`src/rtl/load_store_unit_pkg.sv`:
```
// Shared types, size encodings and lane helpers for the load/store unit.
package load_store_unit_pkg;

    typedef enum logic [1:0] {
        S_IDLE,
        S_REQ,
        S_RESP
    } state_t;

    localparam logic [2:0] SZ_B  = 3'b000;
    localparam logic [2:0] SZ_H  = 3'b001;
    localparam logic [2:0] SZ_W  = 3'b010;
    localparam logic [2:0] SZ_BU = 3'b100;
    localparam logic [2:0] SZ_HU = 3'b101;

    localparam int DEFAULT_TIMEOUT_CYCLES = 255;

    // Unsigned variants only make sense for loads.
    function automatic logic size_legal(input logic [2:0] size, input logic is_write);
        case (size)
            SZ_B, SZ_H, SZ_W: size_legal = 1'b1;
            SZ_BU, SZ_HU:     size_legal = !is_write;
            default:          size_legal = 1'b0;
        endcase
    endfunction

    function automatic logic addr_aligned(input logic [2:0] size, input logic [1:0] off);
        case (size[1:0])
            2'b01:   addr_aligned = !off[0];
            2'b10:   addr_aligned = (off == 2'b00);
            default: addr_aligned = 1'b1;
        endcase
    endfunction

    function automatic logic [3:0] byte_enables(input logic [2:0] size, input logic [1:0] off);
        case (size[1:0])
            2'b00:   byte_enables = 4'b0001 << off;
            2'b01:   byte_enables = 4'b0011 << {off[1], 1'b0};
            default: byte_enables = 4'b1111;
        endcase
    endfunction

    function automatic logic [31:0] store_lanes(input logic [2:0] size, input logic [31:0] data);
        case (size[1:0])
            2'b00:   store_lanes = {4{data[7:0]}};
            2'b01:   store_lanes = {2{data[15:0]}};
            default: store_lanes = data;
        endcase
    endfunction

endpackage

```
`src/rtl/load_store_unit_load_align.sv`:
```
// Picks the addressed byte/halfword out of a bus word and sign- or zero-extends it.
module load_align
    import load_store_unit_pkg::*;
(
    input  logic [31:0] word_i,
    input  logic [1:0]  off_i,
    input  logic [2:0]  size_i,
    output logic [31:0] data_o
);

    logic [7:0]  byte_sel;
    logic [15:0] half_sel;

    always_comb begin
        case (off_i)
            2'd0:    byte_sel = word_i[7:0];
            2'd1:    byte_sel = word_i[15:8];
            2'd2:    byte_sel = word_i[23:16];
            default: byte_sel = word_i[31:24];
        endcase
        half_sel = off_i[1] ? word_i[31:16] : word_i[15:0];

        case (size_i)
            SZ_B:    data_o = {{24{byte_sel[7]}}, byte_sel};
            SZ_BU:   data_o = {24'd0, byte_sel};
            SZ_H:    data_o = {{16{half_sel[15]}}, half_sel};
            SZ_HU:   data_o = {16'd0, half_sel};
            default: data_o = word_i;
        endcase
    end

endmodule

```
`src/rtl/load_store_unit.sv`:
```
// Single-outstanding load/store unit: IDLE -> REQ -> RESP handshake to a word bus,
// with lane steering, load extension, error detection and an ack timeout.
module load_store_unit
    import load_store_unit_pkg::*;
#(
    parameter int TIMEOUT_CYCLES = DEFAULT_TIMEOUT_CYCLES,
    parameter int ADDR_W         = 32
) (
    input  logic              clk,
    input  logic              resetn,
    input  logic              mem_read,
    input  logic              mem_write,
    input  logic [2:0]        mem_size,
    input  logic [ADDR_W-1:0] addr,
    input  logic [31:0]       wdata,
    output logic [31:0]       rdata,
    output logic              busy,
    output logic              done,
    output logic              err,
    output logic              bus_req,
    output logic              bus_we,
    output logic [ADDR_W-1:0] bus_addr,
    output logic [3:0]        bus_be,
    output logic [31:0]       bus_wdata,
    input  logic              bus_ack,
    input  logic [31:0]       bus_rdata
);

    localparam logic [15:0] TO_LAST = 16'(TIMEOUT_CYCLES - 1);

    state_t            state_q, state_d;
    logic              err_q, err_d;
    logic [15:0]       cnt_q, cnt_d;
    logic [2:0]        size_q;
    logic [1:0]        off_q;
    logic              bus_we_q;
    logic [3:0]        bus_be_q;
    logic [ADDR_W-1:0] bus_addr_q;
    logic [31:0]       bus_wdata_q;
    logic [31:0]       rdata_q;
    logic [31:0]       load_data;

    logic req_any, req_ok, timeout_hit;

    assign req_any     = mem_read | mem_write;
    assign req_ok      = !(mem_read && mem_write)
                         && size_legal(mem_size, mem_write)
                         && addr_aligned(mem_size, addr[1:0]);
    assign timeout_hit = (cnt_q == TO_LAST) && !bus_ack;

    load_align u_load_align (
        .word_i (bus_rdata),
        .off_i  (off_q),
        .size_i (size_q),
        .data_o (load_data)
    );

    always_comb begin
        state_d = state_q;
        err_d   = 1'b0;
        cnt_d   = cnt_q;
        case (state_q)
            S_IDLE: begin
                if (req_any) begin
                    if (req_ok) begin
                        state_d = S_REQ;
                        cnt_d   = '0;
                    end else begin
                        // Rejected requests skip the bus and report straight away.
                        state_d = S_RESP;
                        err_d   = 1'b1;
                    end
                end
            end
            S_REQ: begin
                if (bus_ack) begin
                    state_d = S_RESP;
                end else if (timeout_hit) begin
                    state_d = S_RESP;
                    err_d   = 1'b1;
                end else begin
                    cnt_d = cnt_q + 16'd1;
                end
            end
            S_RESP:  state_d = S_IDLE;
            default: state_d = S_IDLE;
        endcase
    end

    always_ff @(posedge clk or negedge resetn) begin
        if (!resetn) begin
            state_q     <= S_IDLE;
            err_q       <= 1'b0;
            cnt_q       <= '0;
            size_q      <= SZ_W;
            off_q       <= 2'b00;
            bus_we_q    <= 1'b0;
            bus_be_q    <= 4'b0000;
            bus_addr_q  <= '0;
            bus_wdata_q <= '0;
            rdata_q     <= '0;
        end else begin
            state_q <= state_d;
            err_q   <= err_d;
            cnt_q   <= cnt_d;
            if (state_q == S_IDLE && req_any && req_ok) begin
                size_q      <= mem_size;
                off_q       <= addr[1:0];
                bus_we_q    <= mem_write;
                bus_be_q    <= byte_enables(mem_size, addr[1:0]);
                bus_addr_q  <= {addr[ADDR_W-1:2], 2'b00};
                bus_wdata_q <= store_lanes(mem_size, wdata);
            end
            if (state_q == S_REQ && !bus_we_q) begin
                if (bus_ack) begin
                    rdata_q <= load_data;
                end else if (timeout_hit) begin
                    rdata_q <= '0;
                end
            end
        end
    end

    assign busy      = (state_q != S_IDLE);
    assign done      = (state_q == S_RESP);
    assign err       = err_q;
    assign bus_req   = (state_q == S_REQ);
    assign bus_we    = bus_we_q;
    assign bus_be    = bus_be_q;
    assign bus_addr  = bus_addr_q;
    assign bus_wdata = bus_wdata_q;
    assign rdata     = rdata_q;

endmodule

```
`config.mk`:
```
export PLATFORM = sky130hd
export DESIGN_NAME = load_store_unit
export DESIGN_NICKNAME = d
export VERILOG_FILES = /design/src/rtl/load_store_unit_pkg.sv /design/src/rtl/load_store_unit_load_align.sv /design/src/rtl/load_store_unit.sv
export SDC_FILE = /design/constraint.sdc
export NUM_CORES = 1
export LEC_CHECK = 0
export CAP_MARGIN = 20
export CORE_MARGIN = 4
export CORE_UTILIZATION = 45
export DETAILED_ROUTE_END_ITERATION = 16
export PLACE_DENSITY_LB_ADDON = 0.12
export SLEW_MARGIN = 40
export SYNTH_ARGS = -nofsm -noshare
export SYNTH_HDL_FRONTEND = slang
export SYNTH_SLANG_ARGS = --single-unit
```
`constraint.sdc`:
```
create_clock -name clk -period 2.5 [get_ports clk]
set_input_delay 0.5 -clock clk [delete_from_list [all_inputs] [get_ports clk]]
set_output_delay 0.5 -clock clk [all_outputs]
set_load 0.05 [all_outputs]
```
# Word level (Yosys, flattened, before mapping)
# Index checks and enable logic that the tools add are counted.
[totals] regBits=123 inputBits=104 out_inout_bits=105
[classes] addsub=1 n_eq_ne=19 n_shift=2 mux=24 n_bitwise=1 reduce_logical=26
[op_table] op="one-hot mux 32 bit (4 select lines)" count=1
[op_table] op="two-way mux 16 bit" count=5
[op_table] op="two-way mux 32 bit" count=2
[op_table] op="one-hot mux 32 bit (2 select lines)" count=1
[op_table] op="one-hot mux 16 bit (2 select lines)" count=1
[op_table] op="one-hot mux 8 bit (3 select lines)" count=1
[op_table] op="adder 16 x 1 -> 16 bit, second input constant" count=1
[op_table] op="equality test 16 x 8 -> 1 bit, second input constant" count=1
[op_table] op="equality test 3 bit, second input constant" count=4
[op_table] op="logical NOT 2 bit" count=4
[op_table] op="two-way mux 2 bit" count=4
[op_table] op="inequality test 2 bit, second input constant" count=4
[op_table] op="one-hot mux 4 bit (2 select lines)" count=1
[op_table] op="logical AND 1 bit" count=7
[op_table] op="equality test 2 x 1 -> 1 bit, second input constant" count=3
[op_table] op="equality test 2 bit, second input constant" count=3
[op_table] op="equality test 3 x 1 -> 1 bit, second input constant" count=2
[op_table] op="logical NOT 3 bit" count=2
[op_table] op="one-hot mux 1 bit (2 select lines)" count=3
[op_table] op="nonzero test 2 bit" count=3
[op_table] op="logical NOT 1 bit" count=5
[op_table] op="AND reduction 5 bit" count=1
[op_table] op="two-way mux 1 bit" count=4
[op_table] op="one-hot mux 2 bit (2 select lines)" count=1
[op_table] op="other kinds (8)" count=9

# Longest topological paths before layout
# Gate-level depths: netlist of the first run.
[logic_depth] word_depth=8 depth_mapped=10 ltp_nobuf=7

# Modules after synthesis
# Synthesis of the first run repeated with hierarchy kept, for this count alone.
[unflattened] cells_unflattened=667 area_unflattened_um2=6236.0
[modules_own_cells] mod="load_store_unit" instances=1 cells_per_inst=534 area_per_inst_um2=5266.3
[modules_own_cells] mod="load_align" instances=1 cells_per_inst=133 area_per_inst_um2=969.7

# Worst setup path before layout of the first run
# OpenSTA, ideal clock, no wires.
[synth_timing] kind="input to register" startpoint="input port mem_size[1]" endpoint="register bus_wdata_q[25] (netlist: bus_wdata[25])" setup_ns=0.141 arrival_time_ns=1.994 required_time_ns=2.359 slack_ns=0.365 path_stages=8 cell_sequence="buf_2 > inv_1 > ha_1 > o311ai_1 > and3_1 > clkbuf_1 > clkbuf_1 > a31oi_1"
[synth_via] elab_chain_len=6 word_cells_on_any_way=16 classes_between="eq/ne: 6; mux: 3; reduce/logical: 7"
[synth_lines] item="start, declared" line="load_store_unit.sv:13" text="input logic [2:0] mem_size,"
[synth_lines] item="equality test 3 x 1 -> 1 bit (tied with other cells)" line="load_store_unit_pkg.sv:20" text="case (size)"
[synth_lines] item="OR reduction 3 bit or OR reduction 2 bit (tied branches)" line="load_store_unit_pkg.sv:20"
[synth_lines] item="one-hot mux 1 bit (2 select lines)" line="load_store_unit_pkg.sv:20"
[synth_lines] item="logical AND 1 bit" line="load_store_unit.sv:47" text="&& size_legal(mem_size, mem_write)"
[synth_lines] item="logical AND 1 bit" line="load_store_unit.sv:48" text="&& addr_aligned(mem_size, addr[1:0]);"
[synth_lines] item="logical AND 1 bit" line="load_store_unit.sv:106" text="if (state_q == S_IDLE && req_any && req_ok) begin"
[synth_lines] item="end signal, assigned" line="load_store_unit.sv:112" text="bus_wdata_q <= store_lanes(mem_size, wdata);"
[synth_lines] item="end, declared" line="load_store_unit.sv:39" text="logic [31:0] bus_wdata_q;"
# Parallel ways exist; a longest one is shown, timed or not.
# A chain may end at the register's enable or synchronous reset.

# Worst setup path after layout of the first run
[layout_timing] startpoint="register state_q[0]" endpoint="output port done"
[layout_via] elab_chain_len=1
[layout_lines] item="start, declared" line="load_store_unit.sv:31" text="state_t state_q, state_d;"
[layout_lines] item="start signal, assigned" line="load_store_unit.sv:103" text="state_q <= state_d;"
[layout_lines] item="equality test 2 bit" line="load_store_unit.sv:125" text="assign done = (state_q == S_RESP);"
[layout_lines] item="end, declared" line="load_store_unit.sv:18" text="output logic done,"
# No other way between the ends.

==> flow_summary.ini, run 1 <==
[status]
status = completed

[cells_and_area]
utilization_pct = 71.4
final_cell_mix = clkdlybuf4s50_1 (204), nand2_1 (174), dfrtp_1 (122)
num_antenna_cells = 0
fillCellCount = 955
drive_gt1_share_pct = 9.04
nets = 937
fin_cells = 1009
synthToLayoutAreaGrowth_pct = 52.4
final_common_cell = clkdlybuf4s50_1

[timing]
setup_viol = 0
hold_viol = 0
finalCritPeriodShare_pct = 94.1
fin_skew_ns = 0.0111
max_slew_margin_pct = 44.8
period_minus_slack_ns = 2.35
drv_slew = 0
hold-worst-slack_ns = 0.181
rsz0062_at_grt = false
fmax_mhz = 425
worstMarginPinSlew_ns = 0.822

[clocking]
clk_pin_slew_worst_paths_ns = 0.06
cts_tree = yes
h-tree-depth = 4
ctsResizeCount = 0
worstSkewPairLatency_ns = 0.42
clockBufferDepth = 2
cts_setup_buffers = 0
clock_sink_count = 123
cts_buffers = 17
cts_hold_buf = 0
cts_root_buf = clkbuf_16

[synth]
yosysWarnings = 0
async_flop_share_pct = 100
syn_inst = 614
synth-edff-count = 0
ys_seq_elements = 123
synth_cell_types = 45
synth_flop_cell = dfrtp_1
syn_area_um2 = 5720
ys_seq_area_share_pct = 53.8
synth_area_per_cell_um2 = 9.32

[floorplan]
core_um2 = 12200
die_y_um = 121
num_rows = 40
initial_core_util_pct = 46.9
die_width_um = 121
fp.dieArea_um2 = 14600
ios = 209

[placed_design]
dp.cells = 977
dp_hpwl_um = 12600
port_buffers = 206
place_congestion = 0.853

[detailed_routing]
wl_per_cell_um = 17.4
drt_iter0_markers = 583
first_pass_iters = 6
drc = 0
wirelength_um = 17600
via_count = 5547
vias_per_cell = 5.50
ant_nets = 0

[grt]
use_met2_pct = 39.7
grt_use_total_pct = 24.5
first_global_vias = 5614
globalRouteOverflowTotal = 0
grt_max_degree = 124
use_met3_pct = 11.2
antenna_found_initial = 0
use_met1_pct = 28.4
grt_pass1_wl_um = 28000
gr-max-usage-layer = met2

[flow_run]
cap_violations = 0

[pwr]
power_density_nw_per_um2 = 1430
leakage_nw = 3.90
vdd_ir_drop_max_mv = 0.781
power_mw = 12.5

[worst_setup_path]
timing.rr.start = cnt_q[0]$_DFFE_PN0P_
worst_setup_path_end_kind = primary output
required_ns = 2.00
rr_worst_depth = 8
path_class = flop to primary output
cp-start-kind = flop
cp.arrival_ns = 1.85
r2r_slack_ns = 0.23
r2r_end = rdata[14]$_DFFE_PN0P_
crit_fanout = 3

[hold_path]
hp-class = input pin to async pin
## cell families (layout without fill, tap and decap cells)
group / Yosys count / count (layout) / share of synthesized area (%)
other: 1 / 2 / 0.0655
adder cells (fa/ha/maj): 5 / 5 / 1.09
buffers and inverters: 65 / 291 / 5.09
AO/OA/AOI/OAI: 141 / 141 / 16.8
AND/OR/NAND/NOR: 265 / 265 / 20.5
flip-flops: 123 / 123 / 53.8
multiplexers: 14 / 14 / 2.67
## final cells by class
cell class | instances | area [um2] | share of cell area (%)
Clock inverter | 10 | 114 | 1.31
Inverter | 22 | 82.6 | 0.947
Tap cell | 168 | 210 | 2.41
Clock buffer | 22 | 494 | 5.66
Multi-Input combinational cell | 427 | 2370 | 27.2
Sequential cell | 123 | 3080 | 35.3
Timing Repair Buffer | 237 | 2370 | 27.2
## metrics by stage
step	TNS, ns	instance area [um2]	setup WS, ns
after floorplan	0	5730	0.365
after detailed placement	-3.01	8100	-0.261
after CTS	0	8710	0.0314
after global placement	-1.94	8100	-0.147
final	0	8720	0.147
after global routing	0	8720	0.0269
## critical path: stages, from the launching register on
cell,delay (ns)
dfrtp_1,0.39
nor2b_1,0.19
clkdlybuf4s50_1,0.84
## layer usage
metal	wire, um	part of all wire [%]	vias to the layer above
li1	-	-	2584
met4	365	2.1	0
met2	8660	49	241
met3	1760	10	31
met1	6800	39	2691
met5	0	0	-
## Yosys cell counts, types with 4 or more instances
library cell / instances / area, um2
a211oi_1: 6 / 45.0
a21oi_1: 35 / 175
a221o_1: 16 / 160
a221oi_1: 8 / 70.1
a222oi_1: 6 / 60.1
a22oi_1: 9 / 67.6
a31oi_1: 9 / 56.3
buf_2: 14 / 70.1
clkbuf_1: 23 / 86.3
dfrtp_1: 122 / 3050
ha_1: 5 / 62.6
inv_1: 22 / 82.6
mux2i_1: 13 / 130
nand2_1: 174 / 653
nand3_1: 7 / 35.0
nand4_1: 4 / 25.0
nor2_1: 38 / 143
nor3_1: 6 / 30.0
o21ai_0: 20 / 100
o21ai_1: 8 / 40.0
o31ai_1: 18 / 135
or4_1: 14 / 105
## where the power goes
part           internal (mW)  switching, mW  total [mW]
combinational           2.23           4.40        6.63
clock                   1.59          0.896        2.49
sequential              2.84          0.549        3.39
total                   6.66           5.84        12.5
## state kept, by name (all words and copies together), names as in the netlist
signal	count
bus_wdata	32
rdata	32
bus_addr	30
cnt_q	16
bus_be	4
size_q	3
off_q	2
state_q	2
bus_we	1
err	1
## worst max path at each step
stage,start,to,slack [ns],cells after the start
finish,state_q[0]$_DFFE_PN0P_,done,0.15,2
floorplan,mem_size[1],bus_wdata[25]$_DFFE_PN0P_,0.37,8
CTS,state_q[1]$_DFFE_PN0P_,bus_req,0.03,3
detailed placement,mem_size[0],cnt_q[4]$_DFFE_PN0P_,-0.26,10
global placement,mem_size[1],cnt_q[15]$_DFFE_PN0P_,-0.15,9
global route,mem_size[1],cnt_q[5]$_DFFE_PN0P_,0.03,9
Power figures use the tool's default switching activity.
==> inputs of run 2 (changes only) <==
--- a/config.mk
+++ b/config.mk
@@ -10,6 +10,7 @@
 export CORE_UTILIZATION = 45
 export DETAILED_ROUTE_END_ITERATION = 16
 export PLACE_DENSITY_LB_ADDON = 0.12
+export SKIP_LAST_GASP = 1
 export SLEW_MARGIN = 40
 export SYNTH_ARGS = -nofsm -noshare
 export SYNTH_HDL_FRONTEND = slang
==> run 2 against run 1 <==
Worst setup slack better by 0.0069 ns. Critical endpoint unchanged. Count of clock-buffer cells in the layout unchanged. First-iteration DRC count grew 4.5%. Register-to-register slack about the same. Critical path depth unchanged. Highest routed layer unchanged. Cell count stayed put. Clock skew fell by 0.0030 ns. Utilization barely moved. Maximum frequency up 0.30%. Hold slack improved by 0.0066 ns. Clock power barely moved.
==> flow_summary.ini, run 2 (synthesized netlist as in run 1, its figures left out) <==
[cells_and_area]
num_antenna_cells = 0
final_common_cell = clkdlybuf4s50_1
nets = 937
stdcell_area_um2 = 8720
seqCellArea_um2 = 3080
fillCellCount = 957
drive_gt1_share_pct = 8.92
synthToLayoutAreaGrowth_pct = 52.3
multi_input_area_um2 = 2370
final_cell_mix = clkdlybuf4s50_1 (204), nand2_1 (174), dfrtp_1 (122)

[floorplan]
die_width_um = 121
fp.dieArea_um2 = 14600
initial_core_util_pct = 46.9
core_um2 = 12200
ios = 209
die_y_um = 121
num_rows = 40

[worst_setup_path]
crit_fanout = 3
cp-start-kind = flop
worst_setup_path_end_kind = primary output
cp.arrival_ns = 1.85
path_class = flop to primary output
required_ns = 2.00

[pwr]
power_density_nw_per_um2 = 1430
power_mw = 12.5
vdd_ir_drop_max_mv = 0.781
leakage_nw = 3.90

[clocking]
clk_pin_slew_worst_paths_ns = 0.06
cts_tree = yes
cts_setup_buffers = 0
clock_sink_count = 123
clockBufferDepth = 2
worstSkewPairLatency_ns = 0.42
cts_buffers = 17
cts_hold_buf = 0
h-tree-depth = 4
cts_root_buf = clkbuf_16

[detailed_routing]
drc = 0
wl_per_cell_um = 17.4
first_pass_iters = 5
wirelength_um = 17600
ant_nets = 0
vias_per_cell = 5.49
via_count = 5543
drt_iter0_markers = 609

[grt]
grt_use_total_pct = 24.5
grt_pass1_wl_um = 28000
first_global_vias = 5614
globalRouteOverflowTotal = 0
grt_max_degree = 124
antenna_found_initial = 0

[placed_design]
place_area_um2 = 8100
dp_hpwl_um = 12600
place_congestion = 0.853
port_buffers = 206

[timing]
fmax_mhz = 426
worstMarginPinSlew_ns = 0.822
period_minus_slack_ns = 2.35
drv_slew = 0
max_slew_margin_pct = 44.8
fin_skew_ns = 0.00816
setup_viol = 0
rsz0062_at_grt = true
finalCritPeriodShare_pct = 93.8
finalSetupTns_ns = 0
hold_viol = 0

[status]
status = completed

[flow_run]
cap_violations = 0

[hold_path]
hp-class = input pin to async pin
run 2: worst max-delay path, cell delays in order (launching register included):
cell             delay (ns)
dfrtp_1                0.39
nor2b_1                0.19
clkdlybuf4s50_1        0.84
run 2: final timing paths:
| kind | from | endpoint | slack (ns) | cells after the start |
|---|---|---|---|---|
| max | state_q[0]$_DFFE_PN0P_ | done | 0.15 | 2 |
| min | resetn | cnt_q[11]$_DFFE_PN0P_ | 0.19 | 2 |
| max reg2reg | cnt_q[0]$_DFFE_PN0P_ | rdata[14]$_DFFE_PN0P_ | 0.24 | 8 |
| min reg2reg | bus_addr[30]$_DFFE_PN0P_ | bus_addr[30]$_DFFE_PN0P_ | 0.48 | 2 |
| max in group asynchronous | resetn | rdata[14]$_DFFE_PN0P_ | 1.85 | 2 |
| min in group clk | bus_addr[30]$_DFFE_PN0P_ | bus_addr[30]$_DFFE_PN0P_ | 0.48 | 2 |
run 2: layout make-up:
type / count / area share (%)
Sequential cell: 123 / 35.3
Multi-Input combinational cell: 427 / 27.2
Timing Repair Buffer: 237 / 27.2
Clock buffer: 22 / 5.67
Tap cell: 168 / 2.41
Clock inverter: 10 / 1.31
Inverter: 22 / 0.947
run 2: report_power, final:
part / internal (mW) / leakage (nW) / switching, mW
clock network: 1.59 / 0.290 / 0.895
logic: 2.23 / 2.07 / 4.40
registers: 2.84 / 1.54 / 0.548
total: 6.66 / 3.90 / 5.84
run 2: what timing repair did:
item	in CTS	in global routing
gates resized for setup	0	2
endpoints found under the setup margin	0	3
hold endpoints to repair	0	0
run 2: per-stage QoR:
stage	std cells	hold WS (ns)	setup slack [ns]	util, %
floorplan	615	0.204	0.365	-
global placement	977	0.458	-0.147	66.4
detailed placement	977	0.467	-0.261	66.4
CTS	1009	0.208	0.0314	71.3
global route	1009	0.210	-0.00753	71.4
finish	1009	0.188	0.154	71.4
run 2: layer usage:
metal / vias up / GRT usage [%] / share of wire [%]
li1: 2588 / - / -
met1: 2701 / 28.4 / 39
met2: 223 / 39.7 / 49
met3: 31 / 11.2 / 9.7
met4: 0 / 9.42 / 2.0
met5: - / 0 / 0
